File: config.mk
export PLATFORM = sky130hd
export DESIGN_NAME = id_pipe
export DESIGN_NICKNAME = d
export VERILOG_FILES = /design/src/rtl/id_pipe.sv
export SDC_FILE = /design/constraint.sdc
export NUM_CORES = 1
export LEC_CHECK = 0
export BUFFER_PORTS_ARGS = -buffer_cell sky130_fd_sc_hd__buf_4
export CORE_AREA = 2 2 136 138
export CTS_CLUSTER_SIZE = 20
export DETAILED_ROUTE_END_ITERATION = 8
export DIE_AREA = 0 0 138 140
export PLACE_DENSITY = 0.81
export SLEW_MARGIN = 25
export SYNTH_ARGS = -nofsm -noshare
export SYNTH_HDL_FRONTEND = slang
export SYNTH_SLANG_ARGS = --single-unit
File: constraint.sdc
create_clock -name clk -period 3.4 [get_ports clk]
set_clock_uncertainty 0.15 [all_clocks]
set_input_delay 0.17 -clock clk [delete_from_list [all_inputs] [get_ports clk]]
set_output_delay 0.17 -clock clk [all_outputs]
set_load 0.02 [all_outputs]
File: src/rtl/id_pipe.sv
// Instruction-decode stage: decodes the IF word, selects forwarded or regfile
// operands, raises the load-use interlock and registers the ID/EX payload behind a valid/ready handshake.
module id_pipe #(
  parameter int unsigned DATA_W  = 32,
  parameter int unsigned NUM_FWD = 2,
  parameter int unsigned CNT_W   = 8
) (
  input  logic                      clk,
  input  logic                      rst,
  input  logic                      in_valid,
  output logic                      in_ready,
  input  logic [31:0]               pc_i,
  input  logic [31:0]               inst_i,
  output logic                      reg1_read_o,
  output logic                      reg2_read_o,
  output logic [4:0]                reg1_addr_o,
  output logic [4:0]                reg2_addr_o,
  input  logic [DATA_W-1:0]         reg1_data_i,
  input  logic [DATA_W-1:0]         reg2_data_i,
  input  logic [NUM_FWD-1:0]        fwd_wreg_i,
  input  logic [NUM_FWD-1:0]        fwd_load_i,
  input  logic [5*NUM_FWD-1:0]      fwd_wd_i,
  input  logic [DATA_W*NUM_FWD-1:0] fwd_wdata_i,
  input  logic                      flush_i,
  output logic                      out_valid,
  input  logic                      out_ready,
  output logic [31:0]               pc_o,
  output logic [7:0]                aluop_o,
  output logic [2:0]                alusel_o,
  output logic [DATA_W-1:0]         reg1_o,
  output logic [DATA_W-1:0]         reg2_o,
  output logic [4:0]                wd_o,
  output logic                      wreg_o,
  output logic                      inv_o,
  output logic                      stall_o,
  output logic [CNT_W-1:0]          inv_cnt_o
);

  localparam logic [7:0] OP_NOP = 8'h00;
  localparam logic [7:0] OP_AND = 8'h24;
  localparam logic [7:0] OP_OR  = 8'h25;
  localparam logic [7:0] OP_XOR = 8'h26;
  localparam logic [7:0] OP_NOR = 8'h27;
  localparam logic [7:0] OP_SLL = 8'h7C;
  localparam logic [7:0] OP_SRL = 8'h02;
  localparam logic [7:0] OP_SRA = 8'h03;

  localparam logic [2:0] SEL_NOP   = 3'd0;
  localparam logic [2:0] SEL_LOGIC = 3'd1;
  localparam logic [2:0] SEL_SHIFT = 3'd2;

  localparam logic [5:0] OPC_SPECIAL = 6'h00;
  localparam logic [5:0] OPC_ANDI    = 6'h0C;
  localparam logic [5:0] OPC_ORI     = 6'h0D;
  localparam logic [5:0] OPC_XORI    = 6'h0E;
  localparam logic [5:0] OPC_LUI     = 6'h0F;
  localparam logic [5:0] OPC_PREF    = 6'h33;

  localparam logic [5:0] FN_SLL  = 6'h00;
  localparam logic [5:0] FN_SRL  = 6'h02;
  localparam logic [5:0] FN_SRA  = 6'h03;
  localparam logic [5:0] FN_SLLV = 6'h04;
  localparam logic [5:0] FN_SRLV = 6'h06;
  localparam logic [5:0] FN_SRAV = 6'h07;
  localparam logic [5:0] FN_SYNC = 6'h0F;
  localparam logic [5:0] FN_AND  = 6'h24;
  localparam logic [5:0] FN_OR   = 6'h25;
  localparam logic [5:0] FN_XOR  = 6'h26;
  localparam logic [5:0] FN_NOR  = 6'h27;

  typedef struct packed {
    logic              hit;
    logic              load;
    logic [DATA_W-1:0] data;
  } fwd_t;

  // Walk oldest to youngest so the lowest-index (youngest) match is the one kept.
  function automatic fwd_t fwd_pick(input logic [4:0]                addr,
                                    input logic [NUM_FWD-1:0]        wreg,
                                    input logic [NUM_FWD-1:0]        load,
                                    input logic [5*NUM_FWD-1:0]      wd,
                                    input logic [DATA_W*NUM_FWD-1:0] wdata);
    fwd_t r;
    r = '0;
    for (int k = int'(NUM_FWD) - 1; k >= 0; k--) begin
      if (wreg[k] && (wd[k*5 +: 5] == addr) && (addr != 5'd0)) begin
        r.hit  = 1'b1;
        r.load = load[k];
        r.data = wdata[k*DATA_W +: DATA_W];
      end
    end
    return r;
  endfunction

  logic [5:0]        opc, fn;
  logic [4:0]        rs, rt, rd, sa;
  logic [15:0]       imm16;
  logic [7:0]        dec_aluop;
  logic [2:0]        dec_alusel;
  logic [4:0]        dec_wd;
  logic              dec_wreg, dec_inv, dec_rd1, dec_rd2;
  logic [DATA_W-1:0] dec_imm;
  fwd_t              fwd1, fwd2;
  logic [DATA_W-1:0] op1, op2;
  logic              stall, accept;

  logic              valid_q, valid_d;
  logic [31:0]       pc_q, pc_d;
  logic [7:0]        aluop_q, aluop_d;
  logic [2:0]        alusel_q, alusel_d;
  logic [DATA_W-1:0] reg1_q, reg1_d, reg2_q, reg2_d;
  logic [4:0]        wd_q, wd_d;
  logic              wreg_q, wreg_d, inv_q, inv_d;
  logic [CNT_W-1:0]  cnt_q, cnt_d;

  assign opc   = inst_i[31:26];
  assign rs    = inst_i[25:21];
  assign rt    = inst_i[20:16];
  assign rd    = inst_i[15:11];
  assign sa    = inst_i[10:6];
  assign fn    = inst_i[5:0];
  assign imm16 = inst_i[15:0];

  // Instruction decode; the all-zero word is SLL $0 in encoding but treated as a NOP.
  always_comb begin
    dec_aluop  = OP_NOP;
    dec_alusel = SEL_NOP;
    dec_wd     = 5'd0;
    dec_wreg   = 1'b0;
    dec_inv    = 1'b0;
    dec_rd1    = 1'b0;
    dec_rd2    = 1'b0;
    dec_imm    = '0;
    if (inst_i != 32'd0) begin
      case (opc)
        OPC_SPECIAL: begin
          case (fn)
            FN_AND, FN_OR, FN_XOR, FN_NOR: begin
              dec_wreg   = 1'b1;
              dec_wd     = rd;
              dec_rd1    = 1'b1;
              dec_rd2    = 1'b1;
              dec_alusel = SEL_LOGIC;
              case (fn)
                FN_AND:  dec_aluop = OP_AND;
                FN_OR:   dec_aluop = OP_OR;
                FN_XOR:  dec_aluop = OP_XOR;
                default: dec_aluop = OP_NOR;
              endcase
            end
            FN_SLLV, FN_SRLV, FN_SRAV: begin
              dec_wreg   = 1'b1;
              dec_wd     = rd;
              dec_rd1    = 1'b1;
              dec_rd2    = 1'b1;
              dec_alusel = SEL_SHIFT;
              case (fn)
                FN_SLLV: dec_aluop = OP_SLL;
                FN_SRLV: dec_aluop = OP_SRL;
                default: dec_aluop = OP_SRA;
              endcase
            end
            FN_SLL, FN_SRL, FN_SRA: begin
              dec_wreg   = 1'b1;
              dec_wd     = rd;
              dec_rd2    = 1'b1;
              dec_imm    = DATA_W'(sa);
              dec_alusel = SEL_SHIFT;
              case (fn)
                FN_SLL:  dec_aluop = OP_SLL;
                FN_SRL:  dec_aluop = OP_SRL;
                default: dec_aluop = OP_SRA;
              endcase
            end
            FN_SYNC: ;
            default: dec_inv = 1'b1;
          endcase
        end
        OPC_ORI, OPC_ANDI, OPC_XORI: begin
          dec_wreg   = 1'b1;
          dec_wd     = rt;
          dec_rd1    = 1'b1;
          dec_imm    = DATA_W'(imm16);
          dec_alusel = SEL_LOGIC;
          case (opc)
            OPC_ORI:  dec_aluop = OP_OR;
            OPC_ANDI: dec_aluop = OP_AND;
            default:  dec_aluop = OP_XOR;
          endcase
        end
        OPC_LUI: begin
          dec_wreg   = 1'b1;
          dec_wd     = rt;
          dec_rd1    = 1'b1;
          dec_imm    = DATA_W'({imm16, 16'h0000});
          dec_alusel = SEL_LOGIC;
          dec_aluop  = OP_OR;
        end
        OPC_PREF: ;
        default: dec_inv = 1'b1;
      endcase
    end
  end

  assign reg1_read_o = dec_rd1;
  assign reg2_read_o = dec_rd2;
  assign reg1_addr_o = rs;
  assign reg2_addr_o = rt;

  // Operand select: immediate for unread ports, $0 reads zero, then forwarding, then regfile.
  always_comb begin
    fwd1 = fwd_pick(rs, fwd_wreg_i, fwd_load_i, fwd_wd_i, fwd_wdata_i);
    fwd2 = fwd_pick(rt, fwd_wreg_i, fwd_load_i, fwd_wd_i, fwd_wdata_i);
    op1  = reg1_data_i;
    op2  = reg2_data_i;
    if (!dec_rd1)           op1 = dec_imm;
    else if (rs == 5'd0)    op1 = '0;
    else if (fwd1.hit)      op1 = fwd1.data;
    if (!dec_rd2)           op2 = dec_imm;
    else if (rt == 5'd0)    op2 = '0;
    else if (fwd2.hit)      op2 = fwd2.data;
  end

  assign stall    = in_valid && ((dec_rd1 && fwd1.hit && fwd1.load) ||
                                 (dec_rd2 && fwd2.hit && fwd2.load));
  assign in_ready = !stall && (!valid_q || out_ready);
  assign accept   = in_valid && in_ready;
  assign stall_o  = stall;

  // ID/EX next state: flush beats accept, accept beats drain, otherwise hold.
  always_comb begin
    valid_d  = valid_q;
    pc_d     = pc_q;
    aluop_d  = aluop_q;
    alusel_d = alusel_q;
    reg1_d   = reg1_q;
    reg2_d   = reg2_q;
    wd_d     = wd_q;
    wreg_d   = wreg_q;
    inv_d    = inv_q;
    cnt_d    = cnt_q;
    if (flush_i || (!accept && out_ready)) begin
      valid_d  = 1'b0;
      aluop_d  = OP_NOP;
      alusel_d = SEL_NOP;
      wreg_d   = 1'b0;
      inv_d    = 1'b0;
    end else if (accept) begin
      valid_d  = 1'b1;
      pc_d     = pc_i;
      aluop_d  = dec_aluop;
      alusel_d = dec_alusel;
      reg1_d   = op1;
      reg2_d   = op2;
      wd_d     = dec_wd;
      wreg_d   = dec_wreg;
      inv_d    = dec_inv;
      if (dec_inv && (cnt_q != '1)) cnt_d = cnt_q + CNT_W'(1);
    end
  end

  always_ff @(posedge clk) begin
    if (rst) begin
      valid_q  <= 1'b0;
      pc_q     <= 32'd0;
      aluop_q  <= OP_NOP;
      alusel_q <= SEL_NOP;
      reg1_q   <= '0;
      reg2_q   <= '0;
      wd_q     <= 5'd0;
      wreg_q   <= 1'b0;
      inv_q    <= 1'b0;
      cnt_q    <= '0;
    end else begin
      valid_q  <= valid_d;
      pc_q     <= pc_d;
      aluop_q  <= aluop_d;
      alusel_q <= alusel_d;
      reg1_q   <= reg1_d;
      reg2_q   <= reg2_d;
      wd_q     <= wd_d;
      wreg_q   <= wreg_d;
      inv_q    <= inv_d;
      cnt_q    <= cnt_d;
    end
  end

  assign out_valid = valid_q;
  assign pc_o      = pc_q;
  assign aluop_o   = aluop_q;
  assign alusel_o  = alusel_q;
  assign reg1_o    = reg1_q;
  assign reg2_o    = reg2_q;
  assign wd_o      = wd_q;
  assign wreg_o    = wreg_q;
  assign inv_o     = inv_q;
  assign inv_cnt_o = cnt_q;

endmodule

==> Word level (Yosys, flattened, before mapping) <==
Cells that the tools add are included.
{ "word_totals": {"reg_bits": 123, "in_bits": 211, "out_inout_bits": 137, "elab_cells": 112} }
{ "op_classes": {"addsub": 1, "eq_ne": 20, "mux": 37, "bitwise_logic": 1, "reduce_logical": 43} }
{ "op_table": {"columns": ["operator", "n"], "rows": [
  ["$mux 32", 7],
  ["$mux 34", 4],
  ["$pmux 32 s3", 1],
  ["$pmux 7 s3", 2],
  ["$reduce_bool 32->1", 1],
  ["$eq 6x4->1 const B", 5],
  ["$eq 6x6->1 const B", 5],
  ["$pmux 7 s2", 2],
  ["$eq 5x5->1", 4],
  ["$eq 6x3->1 const B", 3],
  ["$logic_and 1x1->1", 17],
  ["$mux 5", 3],
  ["$eq 6x2->1 const B", 2],
  ["$logic_not 6->1", 2],
  ["$pmux 2 s2", 3],
  ["$reduce_or 11->1", 1],
  ["$logic_not 5->1", 2],
  ["$pmux 5 s2", 1],
  ["$reduce_bool 5->1", 2],
  ["$reduce_or 10->1", 1],
  ["$reduce_or 3->1", 3],
  ["$add 8x1->8 const B", 1],
  ["$mux 1", 8],
  ["$ne 8x8->1 const B", 1],
  ["14 further kinds", 21]
]} }

==> Logic depth before layout (Yosys ltp) <==
{ "depth": {"ltp_word": 17, "depth_mapped": 11, "depth_no_buf": 7} }

==> Worst setup path after synthesis <==
OpenSTA, ideal clock, no wires.
{ "synth_timing": {"path_type": "input port to flip-flop", "start": "in inst_i[22]", "end": "reg wd_q[0], in the netlist wd_o[0]", "arrival_time_ns": 2.318, "required_ns": 3.127, "slack_ns": 0.808, "path_stages": 9, "path_buffers": 3, "path_cell_list": "or4_1 > o211ai_1 > or2_2 > buf_2 > a21oi_1 > o211ai_1 > buf_2 > buf_6 > mux2_1"} }
{ "synth_between": {"elab_chain_cells": 17, "word_cells_on_any_way": 27, "classes_between": "2 x eq/ne; 5 x mux; 1 x bitwise; 19 x reduce/logical"} }
{ "synth_rtl": {"columns": ["element", "line_no", "source"], "rows": [
  ["from (decl)", "13", "input logic [31:0] inst_i,"],
  ["$eq 5x5->1", "86", "if (wreg[k] && (wd[k*5 +: 5] == addr) && (addr != 5'd0)) begin"],
  ["$logic_and 1x1->1 (2 in series)", "86", null],
  ["$mux 34 (2 in series)", "86", null],
  ["$logic_and 1x1->1 (2 in series)", "224", "assign stall = in_valid && ((dec_rd1 && fwd1.hit && fwd1.load) ||"],
  ["$logic_or 1x1->1", "224", null],
  ["$logic_and 1x1->1", "224", null],
  ["$logic_not 1->1", "226", "assign in_ready = !stall && (!valid_q || out_ready);"],
  ["$logic_and 1x1->1", "226", null],
  ["$logic_and 1x1->1", "227", "assign accept = in_valid && in_ready;"],
  ["$logic_not 1->1", "242", "if (flush_i || (!accept && out_ready)) begin"],
  ["$logic_and 1x1->1", "242", null],
  ["$logic_or 1x1->1", "242", null],
  ["$not 1->1 (no line)", null, null],
  ["$reduce_and 2->1 (no line)", null, null],
  ["to (signal assigned)", "281", "wd_q <= wd_d;"],
  ["to (decl)", "112", "logic [4:0] wd_q, wd_d;"]
]} }
Several ways; a longest one is shown, not always the timed one.
A chain may end at the register's enable or synchronous reset.

==> Worst setup path after layout <==
{ "layout_timing": {"start": "in inst_i[0]", "end": "out in_ready"} }
{ "layout_between": {"elab_chain_cells": 11, "word_cells_on_any_way": 27, "classes_between": "9 x eq/ne; 6 x mux; 12 x reduce/logical"} }
{ "layout_rtl": {"columns": ["element", "line_no", "source"], "rows": [
  ["$eq 6x3->1, or another cell as far along", "137", "case (fn)"],
  ["$reduce_or 7->1 (no line) / $reduce_or 10->1 (equally long branches)", null, null],
  ["$mux 1", "137", null],
  ["$pmux 1 s2 / $mux 1 (equally long branches)", "135", "case (opc)"],
  ["$mux 1", "134", "if (inst_i != 32'd0) begin"],
  ["$logic_and 1x1->1, on equally long branches (2 in series)", "224, 225", null],
  ["$logic_or 1x1->1 (*)", "224", null],
  ["$logic_and 1x1->1 (*)", "224", null],
  ["$logic_not 1->1 (*)", "226", null],
  ["$logic_and 1x1->1 (*)", "226", null],
  ["to (decl)", "11", "output logic in_ready,"]
]} }
Every way passes the cells marked *; elsewhere a longest branch is shown, timed or not.

==> metrics <==
Synth Area in XOR/XNOR 2.386%; CTS Buffer Depth 2; dpl hpwl 21,990 um; fillers 1,500; unrepaired setup endpoints after global routing false; Post-Syn Instances 946; fraction of post-synthesis cell area in the top cell type by area 29.26%; fin nets 1,472; Seq cells post-synth 118; 1st-pass router iterations 6; Avg Cell Area, Syn 8.535 um^2; IO buf count 345; largest family of logic cells by synthesized area simple AND/OR/NAND/NOR gates; Initial Util 45.41%; asr flop ratio synth 0%; H-Tree Level Count 4; DRT antenna net count 0; num rows 49; Synth Area in Compound Gates 18.53%; Routed WL 30,750 um; setup TNS 0 ns; crit path DAT 2.88 ns; worst setup path startpoint inst_i[0]; largest cells by area after synthesis dfxtp_1 (29%), mux2i_1 (16%), nand2b_1 (10%); slew margin rel. 33.32%; Worst VDD drop 0.3099 mV; Remaining DRCs 0; Min-Delay Startpoint fwd_wdata_i[22]; Post-synth EDFFs 0; proportion of synthesized area in mux cells 17.06%; root buffer cell clkbuf_16; Slew @ Worst Pin 1.000 ns; Final Max Tran Viols 0; largest net degree at the start of global routing 130; cts bufs inserted 17; Final Setup Violations 0; Worst Path Max Fanout 9; Post-Synth Simple-Gate Area 25.77%; Worst EP required 3.08 ns; CP Class in2out; startpoint types input port; Hold Path Class in2reg; diodes inserted 0; first-pass GRT wire length 47,260 um; Max Fclk 312.9 MHz; Final period util 94.01%; core area 17,780 um^2; total grt overflow 0; biggest area consumer among synthesized cells dfxtp_1; full die area 19,320 um^2; maxcap violations 0; die height 140 um; Netlist cell types 56; cell area after synthesis 8074 um^2; reg2reg start inv_cnt_o[0]$_SDFFE_PP0P_; Via density 5.887; DP Worst Slack 0.3291 ns; Multi-input gate area 5199 um^2; Die X 138 um; register area 2362 um^2; fin crit period 3.196 ns; Main synth FF type dfxtp_1; Commonest cells post-synth mux2i_1 (132), nand2b_1 (129), dfxtp_1 (118); most frequent cell after synthesis mux2i_1; share of cells above drive strength 1 32.60%; clk_lat worst skew 0.41 ns; initial antenna violation count 0; Fin. Hold Viols 0; drt initial violations 862; gr usage total 30.45%; vias in the first global route 8,674; worst setup margin 0.2037 ns; vias post-DR 8,843; Leakage 5.100 nW; sequential share of the synthesized area 29.26%; Reg clk slew, reported paths 0.06 ns; Area growth syn-to-layout 43.33%; io pins 348; status complete, no violations; CP endpoint kind primary output; CTS tree built; WL per Instance 20.47 um; Pwr Density 335.8 nW/um^2; Clock Sinks 118; Post-Synth Adder-Cell Area 0.1550%; routability cong. 0.9239; synth warn 0
power by group:
part | total (mW) | internal, mW | switching (mW) | leakage [nW]
clock network | 1.66 | 0.952 | 0.706 | 0.258
logic | 0.802 | 0.382 | 0.419 | 3.89
registers | 1.43 | 1.41 | 0.0173 | 0.955
total | 3.89 | 2.74 | 1.14 | 5.10
registers in the layout, indices dropped and copies added (netlist names):
| name | cells |
|---|---|
| reg1_o | 32 |
| reg2_o | 32 |
| out_valid | 1 |
| inv_cnt_o | 8 |
| wd_o | 5 |
| wreg_o | 1 |
| alusel_o | 2 |
| inv_o | 1 |
| pc_o | 32 |
| aluop_o | 4 |
cells by family after synthesis:
family          after synthesis
simple gates                366
compound gates              187
mux                         137
flops                       118
buf+inv                     114
xor+xnor                     22
fa+ha+maj                     1
other cells                   1
timing repair:
| action | 4_1_cts | 5_1_grt |
|---|---|---|
| endpoints found under the hold margin | 40 | 0 |
| setup endpoints to repair | 0 | 29 |
| resized for setup | 0 | 1 |
| hold buffers | 37 | 0 |
| buffers inserted | 0 | 0 |
layout make-up:
type	instances	share of cell area, %
inverter	6	0.1946
tap	229	2.476
clock inverter	14	0.8866
multi-input combinational	715	44.92
sequential	118	20.41
timing repair buffer	402	27.31
clock buffer	18	3.795
worst max-delay path, cell delays in order:
cell	delay [ns]
dlygate4sd3_1	0.54
buf_4	0.17
or3b_2	0.48
a41oi_1	0.67
o21ai_0	0.40
a21boi_0	0.27
buf_4	0.17
path summary, 6_finish.rpt:
check | endpoint | slack, ns | depth (start not counted)
max reg2reg | inv_cnt_o[7]$_SDFFE_PP0P_ | 1.39 | 8
min | reg1_o[22]$_SDFFE_PP0P_ | 0.01 | 4
min reg2reg | alusel_o[1]$_SDFFE_PP0P_ | 0.32 | 2
max | in_ready | 0.20 | 7
layer usage:
metal | wire length, um | part of all wire, % | vias up | global-route usage, %
met4 | 1055 | 3.4 | 0 | 11.92
met3 | 2889 | 9.4 | 92 | 6.393
met5 | 0 | 0 | - | 0
met2 | 14670 | 48 | 552 | 52.29
met1 | 12140 | 39 | 4130 | 37.47
li1 | - | - | 4069 | -
through the flow:
step | util (%) | instance area [um^2] | hold WS [ns] | std cells | total power [mW]
after floorplan | - | 8078 | 0.1753 | 947 | 1.831
after global placement | 59.92 | 10650 | 0.2933 | 1433 | 2.196
after detailed placement | 59.92 | 10650 | 0.3000 | 1433 | 2.206
after CTS | 65.05 | 11570 | 0.00009237 | 1502 | 3.893
after global routing | 65.09 | 11570 | 0.02244 | 1502 | 4.015
final | 65.09 | 11570 | 0.01274 | 1502 | 3.887
placed cells by master, fill, tap and decap left out, types with 18 or more instances in the layout:
cell           instances
o21bai_1              33
a211o_1               27
nand2_1               27
o31ai_1               39
nor3_1                42
nand4_1               32
nor2_1                45
a311oi_1              32
nand2b_1             129
dlygate4sd3_1         37
and2_1                19
mux2i_1              132
dfxtp_1              118
buf_4                361
and3_1                18
Note: power is estimated with default switching activity, not from simulation.
